--- src/rtl/serial_param_tx_if.sv ---
// rtl/serial_param_tx_if.sv - word handshake between loader client and serial transmitter
interface serial_param_tx_if #(
  parameter int WIDTH = 12
);
  logic [WIDTH-1:0] word_in;
  logic             word_valid;
  logic             word_ready;

  modport master (output word_in, output word_valid, input word_ready);
  modport slave  (input word_in, input word_valid, output word_ready);
endinterface

--- src/rtl/serial_param_tx.sv ---
// rtl/serial_param_tx.sv - serial LSB-first parameter word transmitter with settle delay
module serial_param_tx #(
  parameter int WIDTH    = 12,
  parameter int PIPE_LAT = 6
) (
  input  logic                 clk,
  input  logic                 rst,
  serial_param_tx_if.slave     word_if,
  output logic                 e,
  output logic                 busy,
  output logic                 frame_start,
  output logic                 shift_done,
  output logic                 settled,
  output logic [3:0]           bit_idx
);

  localparam int CW = (PIPE_LAT < 2) ? 1 : $clog2(PIPE_LAT + 1);
  localparam logic [3:0] LAST_BIT = 4'(WIDTH - 1);

  typedef enum logic [1:0] {
    S_IDLE,
    S_SHIFT,
    S_WAIT,
    S_SETTLED
  } state_e;

  state_e           state_q, state_d;
  logic [WIDTH-1:0] shreg_q, shreg_d;
  logic [3:0]       bit_cnt_q, bit_cnt_d;
  logic [CW-1:0]    wait_cnt_q, wait_cnt_d;
  logic             accept;

  // a word is taken only when the block is idle or settled; nothing is buffered
  assign accept = word_if.word_valid && word_if.word_ready;

  // state, shift register and counters; reset aborts any frame in flight
  always_ff @(posedge clk or negedge rst) begin
    if (!rst) begin
      state_q    <= S_IDLE;
      shreg_q    <= '0;
      bit_cnt_q  <= '0;
      wait_cnt_q <= '0;
    end else begin
      state_q    <= state_d;
      shreg_q    <= shreg_d;
      bit_cnt_q  <= bit_cnt_d;
      wait_cnt_q <= wait_cnt_d;
    end
  end

  // next-state and datapath update
  always_comb begin
    state_d    = state_q;
    shreg_d    = shreg_q;
    bit_cnt_d  = bit_cnt_q;
    wait_cnt_d = wait_cnt_q;
    case (state_q)
      S_IDLE, S_SETTLED: begin
        if (accept) begin
          state_d   = S_SHIFT;
          shreg_d   = word_if.word_in;
          bit_cnt_d = '0;
        end
      end
      S_SHIFT: begin
        if (bit_cnt_q == LAST_BIT) begin
          bit_cnt_d = '0;
          shreg_d   = '0;
          if (PIPE_LAT == 0) begin
            state_d = S_SETTLED;
          end else begin
            state_d    = S_WAIT;
            wait_cnt_d = CW'(PIPE_LAT);
          end
        end else begin
          bit_cnt_d = bit_cnt_q + 4'd1;
          shreg_d   = shreg_q >> 1;
        end
      end
      S_WAIT: begin
        // counter holds the remaining wait cycles including the current one
        if (wait_cnt_q <= CW'(1)) begin
          state_d    = S_SETTLED;
          wait_cnt_d = '0;
        end else begin
          wait_cnt_d = wait_cnt_q - CW'(1);
        end
      end
      default: begin
        state_d = S_IDLE;
      end
    endcase
  end

  // outputs decoded from registered state; e comes from the shift register LSB
  always_comb begin
    e                  = 1'b0;
    busy               = 1'b0;
    frame_start        = 1'b0;
    shift_done         = 1'b0;
    settled            = 1'b0;
    bit_idx            = 4'd0;
    word_if.word_ready = 1'b0;
    case (state_q)
      S_IDLE: begin
        word_if.word_ready = 1'b1;
      end
      S_SHIFT: begin
        e           = shreg_q[0];
        busy        = 1'b1;
        bit_idx     = bit_cnt_q;
        frame_start = (bit_cnt_q == 4'd0);
        shift_done  = (bit_cnt_q == LAST_BIT);
      end
      S_WAIT: begin
        busy = 1'b1;
      end
      S_SETTLED: begin
        settled            = 1'b1;
        word_if.word_ready = 1'b1;
      end
      default: begin
        word_if.word_ready = 1'b0;
      end
    endcase
  end

endmodule

--- src/flat_wrapper.sv ---
// flat-port wrapper written by rule: the top's interface ports become plain ports
module serial_param_tx_flat 
#(
  parameter int WIDTH    = 12,
  parameter int PIPE_LAT = 6
)
  (clk, rst, e, busy, frame_start, shift_done, settled, bit_idx, word_if_word_in, word_if_word_valid, word_if_word_ready);
  serial_param_tx_if #(.WIDTH(WIDTH)) word_if_i ();
  input  logic clk;
  input  logic rst;
  output logic e;
  output logic busy;
  output logic frame_start;
  output logic shift_done;
  output logic settled;
  output logic [3:0] bit_idx;
  input wire logic [$bits(word_if_i.word_in)-1:0] word_if_word_in;
  input wire logic [$bits(word_if_i.word_valid)-1:0] word_if_word_valid;
  output wire logic [$bits(word_if_i.word_ready)-1:0] word_if_word_ready;
  assign word_if_i.word_in = word_if_word_in;
  assign word_if_i.word_valid = word_if_word_valid;
  assign word_if_word_ready = word_if_i.word_ready;
  serial_param_tx #(.WIDTH(WIDTH), .PIPE_LAT(PIPE_LAT)) u_core (.clk(clk), .rst(rst), .word_if(word_if_i), .e(e), .busy(busy), .frame_start(frame_start), .shift_done(shift_done), .settled(settled), .bit_idx(bit_idx));
endmodule
--- config.mk ---
export PLATFORM = sky130hd
export DESIGN_NAME = serial_param_tx_flat
export DESIGN_NICKNAME = d
export VERILOG_FILES = /design/src/rtl/serial_param_tx_if.sv /design/src/rtl/serial_param_tx.sv /design/src/flat_wrapper.sv
export SDC_FILE = /design/constraint.sdc
export NUM_CORES = 1
export LEC_CHECK = 0
export ABC_CLOCK_PERIOD_IN_PS = 2800
export BUFFER_PORTS_ARGS = -buffer_cell sky130_fd_sc_hd__buf_2
export CAP_MARGIN = 20
export CELL_PAD_IN_SITES_DETAIL_PLACEMENT = 0
export CELL_PAD_IN_SITES_GLOBAL_PLACEMENT = 1
export CORE_MARGIN = 2
export CORE_UTILIZATION = 43
export CTS_CLUSTER_DIAMETER = 50
export CTS_CLUSTER_SIZE = 25
export DETAILED_ROUTE_END_ITERATION = 10
export GPL_ROUTABILITY_DRIVEN = 0
export GPL_TIMING_DRIVEN = 0
export PLACE_DENSITY_LB_ADDON = 0.1
export SYNTH_ARGS = -nofsm -noshare
export SYNTH_HDL_FRONTEND = slang
export SYNTH_SLANG_ARGS = --single-unit
--- constraint.sdc ---
create_clock -name clk -period 2.8 [get_ports clk]
set_input_delay 0.28 -clock clk [delete_from_list [all_inputs] [get_ports clk]]
set_output_delay 0.28 -clock clk [all_outputs]
set_load 0.05 [all_outputs]
; ---- Word-level counts from Yosys, hierarchy flattened
; Cells that the tools add are included.
[classes]
shifts = 0
n_eq_ne = 7
n_mul = 0
reduce_logical = 10
muxes = 20
n_div = 0
add_sub_neg = 2
n_lt_le_gt_ge = 1
bitwise_logic = 0
[ops]
columns = cell, count
row1 = case mux 12 bit (2 select lines), 1
row2 = 2-to-1 mux 12 bit, 1
row3 = 2-to-1 mux 4 bit, 3
row4 = 2-to-1 mux 11 bit, 1
row5 = case mux 4 bit (2 select lines), 1
row6 = 2-to-1 mux 1 bit, 6
row7 = 2-to-1 mux 2 bit, 3
row8 = 2-to-1 mux 3 bit, 2
row9 = != test 2 x 1 -> 1 bit (second input constant), 3
row10 = case mux 2 bit (3 select lines), 1
row11 = case mux 3 bit (2 select lines), 1
row12 = adder 4 x 1 -> 4 bit (second input constant), 1
row13 = equality test 2 bit (second input constant), 2
row14 = equality test 4 bit (second input constant), 1
row15 = zero test 4 bit, 1
row16 = AND reduction 2 bit, 2
row17 = nonzero test 2 bit, 2
row18 = OR reduction 2 bit, 2
row19 = less-or-equal comparator 3 x 1 -> 1 bit (second input constant), 1
row20 = AND reduction 3 bit, 1
row21 = subtractor 3 x 1 -> 3 bit (second input constant), 1
row22 = equality test 2 x 1 -> 1 bit (second input constant), 1
row23 = zero test 2 bit, 1
row24 = logical AND 1 bit, 1
[word_totals]
regBits = 21
out_inout_bits = 10
latchBits = 0
rom_bits = 0
elab_cells = 44
mem_bits_rw = 0
mem_count = 0

; ---- Longest topological paths before layout
[depth]
depth_word = 6
mapped_depth = 8
ltp_nobuf = 6

; ---- Worst setup path before layout
; OpenSTA, ideal clock, no wires.
[synth_path]
path_type = register -> register
from = register u_core.state_q[0]
to = register u_core.state_q[1]
synth_period_minus_slack_ns = 1.804
path_stages_with_launch = 5
setup_slack_ns = 0.996
path_buffers = 0
arrival_time_ns = 1.683
path_cell_list = dfrtp_1 -> inv_1 -> ha_1 -> inv_1 -> a32o_1
[synth_between]
elab_chain_cells = 6
elab_cells_between_ends = 12
cone_classes = eq/ne (6) / mux (2) / reduce/logical (4)
[synth_lines]
columns = element, line
row1 = "start, declared", serial_param_tx.sv:27  ; state_e state_q, state_d;
row2 = "start signal, assigned", serial_param_tx.sv:44  ; state_q <= state_d;
row3 = equality test 2 bit / zero test 2 bit (equally long branches), serial_param_tx.sv:104  ; case (state_q)
row4 = OR reduction 2 bit (no source line) *, --
row5 = 2-to-1 mux 1 bit *, serial_param_tx.sv:104
row6 = named net word_if_word_ready, flat_wrapper.sv:19  ; output wire logic [$bits(word_if_i.word_ready)-1:0] word_if_word_ready;
row7 = logical AND 1 bit *, serial_param_tx.sv:34  ; assign accept = word_if.word_valid && word_if.word_ready;
row8 = != test 2 x 1 -> 1 bit (no source line) *, --
row9 = AND reduction 3 bit (no source line) *, --
; Mark *: on every way through the listed nets, which the timed path passes. The rest lies on a longest branch.
; A chain may end at the register's enable or synchronous reset.

; ---- Final worst setup path
[layout_path]
from = register u_core.state_q[1]
to = output port shift_done
[layout_between]
elab_chain_cells = 2
[layout_lines]
columns = element, line
row1 = equality test 2 x 1 -> 1 bit, serial_param_tx.sv:104
row2 = 2-to-1 mux 1 bit, serial_param_tx.sv:104
row3 = "end, declared", flat_wrapper.sv:14  ; output logic shift_done;
; Every way passes these cells.

==> flow_metrics.env <==
export IMPL_remaining_drc_errors=0
export IMPL_critPathLaunch="u_core.state_q[1]"
export IMPL_die_w_um=57.3
export IMPL_crit_arrival_ps=1790
export IMPL_die_h_um=57.3
export IMPL_startpoint_type="register"
export IMPL_overflow=0
export IMPL_seq_area_frac_synth_pct=43.1
export IMPL_crit_top_cell="buf_2"
export IMPL_worstPathRequired_ps=2520
export IMPL_ys_warn_count=0
export IMPL_coreArea_mm2=0.00273
export IMPL_antenna_found_initial=0
export IMPL_grt_pass1_wl_um=4330
export IMPL_crit_slowest_cell="dfrtp_1"
export IMPL_wire_per_inst_um=12.8
export IMPL_max_freq_mhz=483
export IMPL_timing_final_crit_period_ps=2070
export IMPL_leakagePower_nw=0.699
export IMPL_maxCapViolations=0
export IMPL_die_area_mm2=0.00328
export IMPL_worstMarginPinSlew_ps=505
export IMPL_antenna_cells=0
export IMPL_routed_wl_um=2470
export IMPL_grt_pass1_vias=948
export IMPL_maxSlewHeadroom_pct=66.3
export IMPL_critPathTopFamily="buffers and inverters"
export IMPL_power_frac_clock_pct=10.2
export IMPL_switching_share_pct=48.1
export IMPL_p_per_area_mw_per_mm2=1050
export IMPL_vias_per_cell=5.30
export IMPL_rows=19
export IMPL_critical_path_class="register to output port"
export IMPL_clk_pin_slew_ps=110
export IMPL_setup_violations=0
export IMPL_cts_sinks=21
export IMPL_io_pins=25
export IMPL_hold_path_class="input port to register"
export IMPL_crit_path_max_fanout=10
export IMPL_synth_nets=154
export IMPL_grt_usage_pct=16.7
export IMPL_drive_gt1_share_pct=25.5
export IMPL_intPower_mw=0.771
export IMPL_grt_start_max_net_pins=22
export IMPL_synthesis_instances=132
export IMPL_finalPower_mw=1.49
export IMPL_initial_utilization_pct=44.6
export IMPL_detailroute_via_count=1017
export IMPL_period_share_pct=74.0
export IMPL_fin_worst_skew_ps=22.4
export IMPL_dpl_hpwl_um=1770
export IMPL_root_buffer="clkbuf_4"
export IMPL_final_hold_viol_count=0
export IMPL_grt_setup_unrepaired="false"
export IMPL_synth_area_mm2=0.00122
export IMPL_status="complete, no violations"
export IMPL_drv_slew=0
export IMPL_htree_levels=1
export IMPL_end_kind="output port"
export IMPL_crit_path_max_incr_delay_ps=430
export IMPL_hold_slack_ps=227
export IMPL_final_setup_tns_ps=0
export IMPL_cts_tree="done"
export IMPL_clk_path_buf_depth=2
export IMPL_cts_buffers=3
export IMPL_ys_ff_latch=21
export IMPL_drt_pass1_iter_count=4
export IMPL_p_seq_share_pct=33.5
export IMPL_cts_setup_buffers=0
export IMPL_n_fill_cell=264
export IMPL_insertion_delay_ps=320
export IMPL_place_port_buffers=24
export IMPL_synth_avg_cell_area_um2=9.24
export IMPL_layout_nets=184
export IMPL_ys_types=30
export IMPL_initialDrtViolationCount=50
export IMPL_switchingPower_mw=0.714
export IMPL_drtAntennaViolNets=0
export IMPL_rr_startpoint="u_core.state_q[0]"
export IMPL_combinationalPowerShare_pct=56.3
export IMPL_holdCritStartpoint="word_if_word_in[11]"
export IMPL_ir_drop_uv=685
export IMPL_crit_chain="inv_1 -> ha_1 -> buf_4 -> buf_2 -> and2_1 -> buf_2"
export IMPL_critPathBufInv=4
export IMPL_syn_to_final_growth_pct=16.1
==> cell usage after synthesis, drive strengths merged <==
cell / number / share of area [%]
dfrtp: 21 / 43
nand2: 18 / 5.5
o21ai: 16 / 6.9
a21oi: 13 / 5.3
nor2b: 13 / 7.3
inv: 8 / 2.5
buf: 7 / 4.2
ha: 7 / 7.2
and2: 6 / 3.1
nand2b: 4 / 2.7
mux2i: 3 / 2.5
nand3: 3 / 1.6
a32o: 2 / 1.6
and3: 2 / 1.0
a32oi: 1 / 0.72
and3b: 1 / 1.0
nand4: 1 / 0.51
nor2: 1 / 0.31
nor3: 1 / 0.41
o21ba: 1 / 0.82
o21bai: 1 / 0.62
o22ai: 1 / 0.51
o31ai: 1 / 0.62
==> cells in the final DEF (no fill, tap or decap), drive strengths merged, types with 2 or more instances in the layout <==
| master | instances |
|---|---|
| nand2b | 4 |
| nand3 | 3 |
| and3 | 2 |
| and2 | 6 |
| a32o | 2 |
| ha | 7 |
| o21ai | 16 |
| a21oi | 13 |
| buf | 31 |
| nand2 | 18 |
| dfrtp | 21 |
| inv | 8 |
| mux2i | 3 |
| nor2b | 13 |
| clkbuf | 3 |
==> power by group through the flow <==
stage	combinational, mW	sequential (mW)	clock (mW)
after global placement	0.827	0.499	0
after CTS	0.846	0.497	0.159
after floorplan	0.681	0.485	0
after detailed placement	0.842	0.505	0
final	0.836	0.497	0.152
after global routing	0.935	0.514	0.172
==> cells by family (layout without fill, tap and decap cells) <==
kind of cell | count (synthesis) | count (layout) | share of synthesized area [%]
and+or+nand+nor | 50 | 50 | 23.5
DFF | 21 | 21 | 43.1
muxes | 3 | 3 | 2.46
adders and majority gates | 7 | 7 | 7.18
buffers and inverters | 15 | 44 | 6.67
AOI/OAI and AO/OA | 36 | 36 | 17.1
==> per-stage QoR <==
stage | worst slack, ps | area, um^2 | utilization (%) | cells
after detailed placement | 1060 | 1380 | 50.4 | 187
after CTS | 702 | 1420 | 51.8 | 192
after global placement | 1070 | 1380 | 50.4 | 187
final | 728 | 1420 | 51.8 | 192
after global routing | 574 | 1420 | 51.8 | 192
after floorplan | 996 | 1220 | - | 132
==> worst reg2reg max path: stages, from the launching register on <==
cell	delay (ps)
dfrtp_1	410
inv_1	70
ha_1	340
mux2i_1	260
buf_4	210
buf_4	190
nand2_1	60
o21ai_0	90
==> metal layers <==
layer	GRT usage, %	part of all wire, %
met5	0	0
met4	1.99	0.57
met3	4.08	3.9
met2	27.9	46
met1	22.8	49
==> flip-flops by register name, summed over array words and instances, names as in the netlist <==
register,count
u_core.wait_cnt_q,3
u_core.bit_cnt_q,4
u_core.state_q,2
u_core.shreg_q,12
==> repair_timing <==
item / 4_1_cts / 5_1_grt
gates resized for setup: 0 / 0
hold endpoints to repair: 21 / 0
hold buffers: 1 / 0
==> cell type report <==
class	count	area [um^2]	share of cell area, %
multi-input cells	96	613	43.3
flip-flops and latches	21	526	37.1
repair buffers	25	130	9.19
plain buffers	7	51.3	3.62
well taps	31	38.8	2.74
inverters	8	30.0	2.12
clock buffers	3	22.5	1.59
clock inverters	1	5.00	0.353
==> path summary, 6_finish.rpt <==
kind	endpoint	slack [ps]	cells past startpoint
setup / recovery	shift_done	730	6
hold / removal	u_core.shreg_q[11]	230	3
setup reg to reg	u_core.shreg_q[9]	1050	7
hold reg to reg	u_core.shreg_q[0]	490	2
max in group asynchronous	u_core.shreg_q[11]	2000	2
min in group asynchronous	u_core.bit_cnt_q[1]	440	2
No activity file was read; power rests on OpenSTA's default activity.
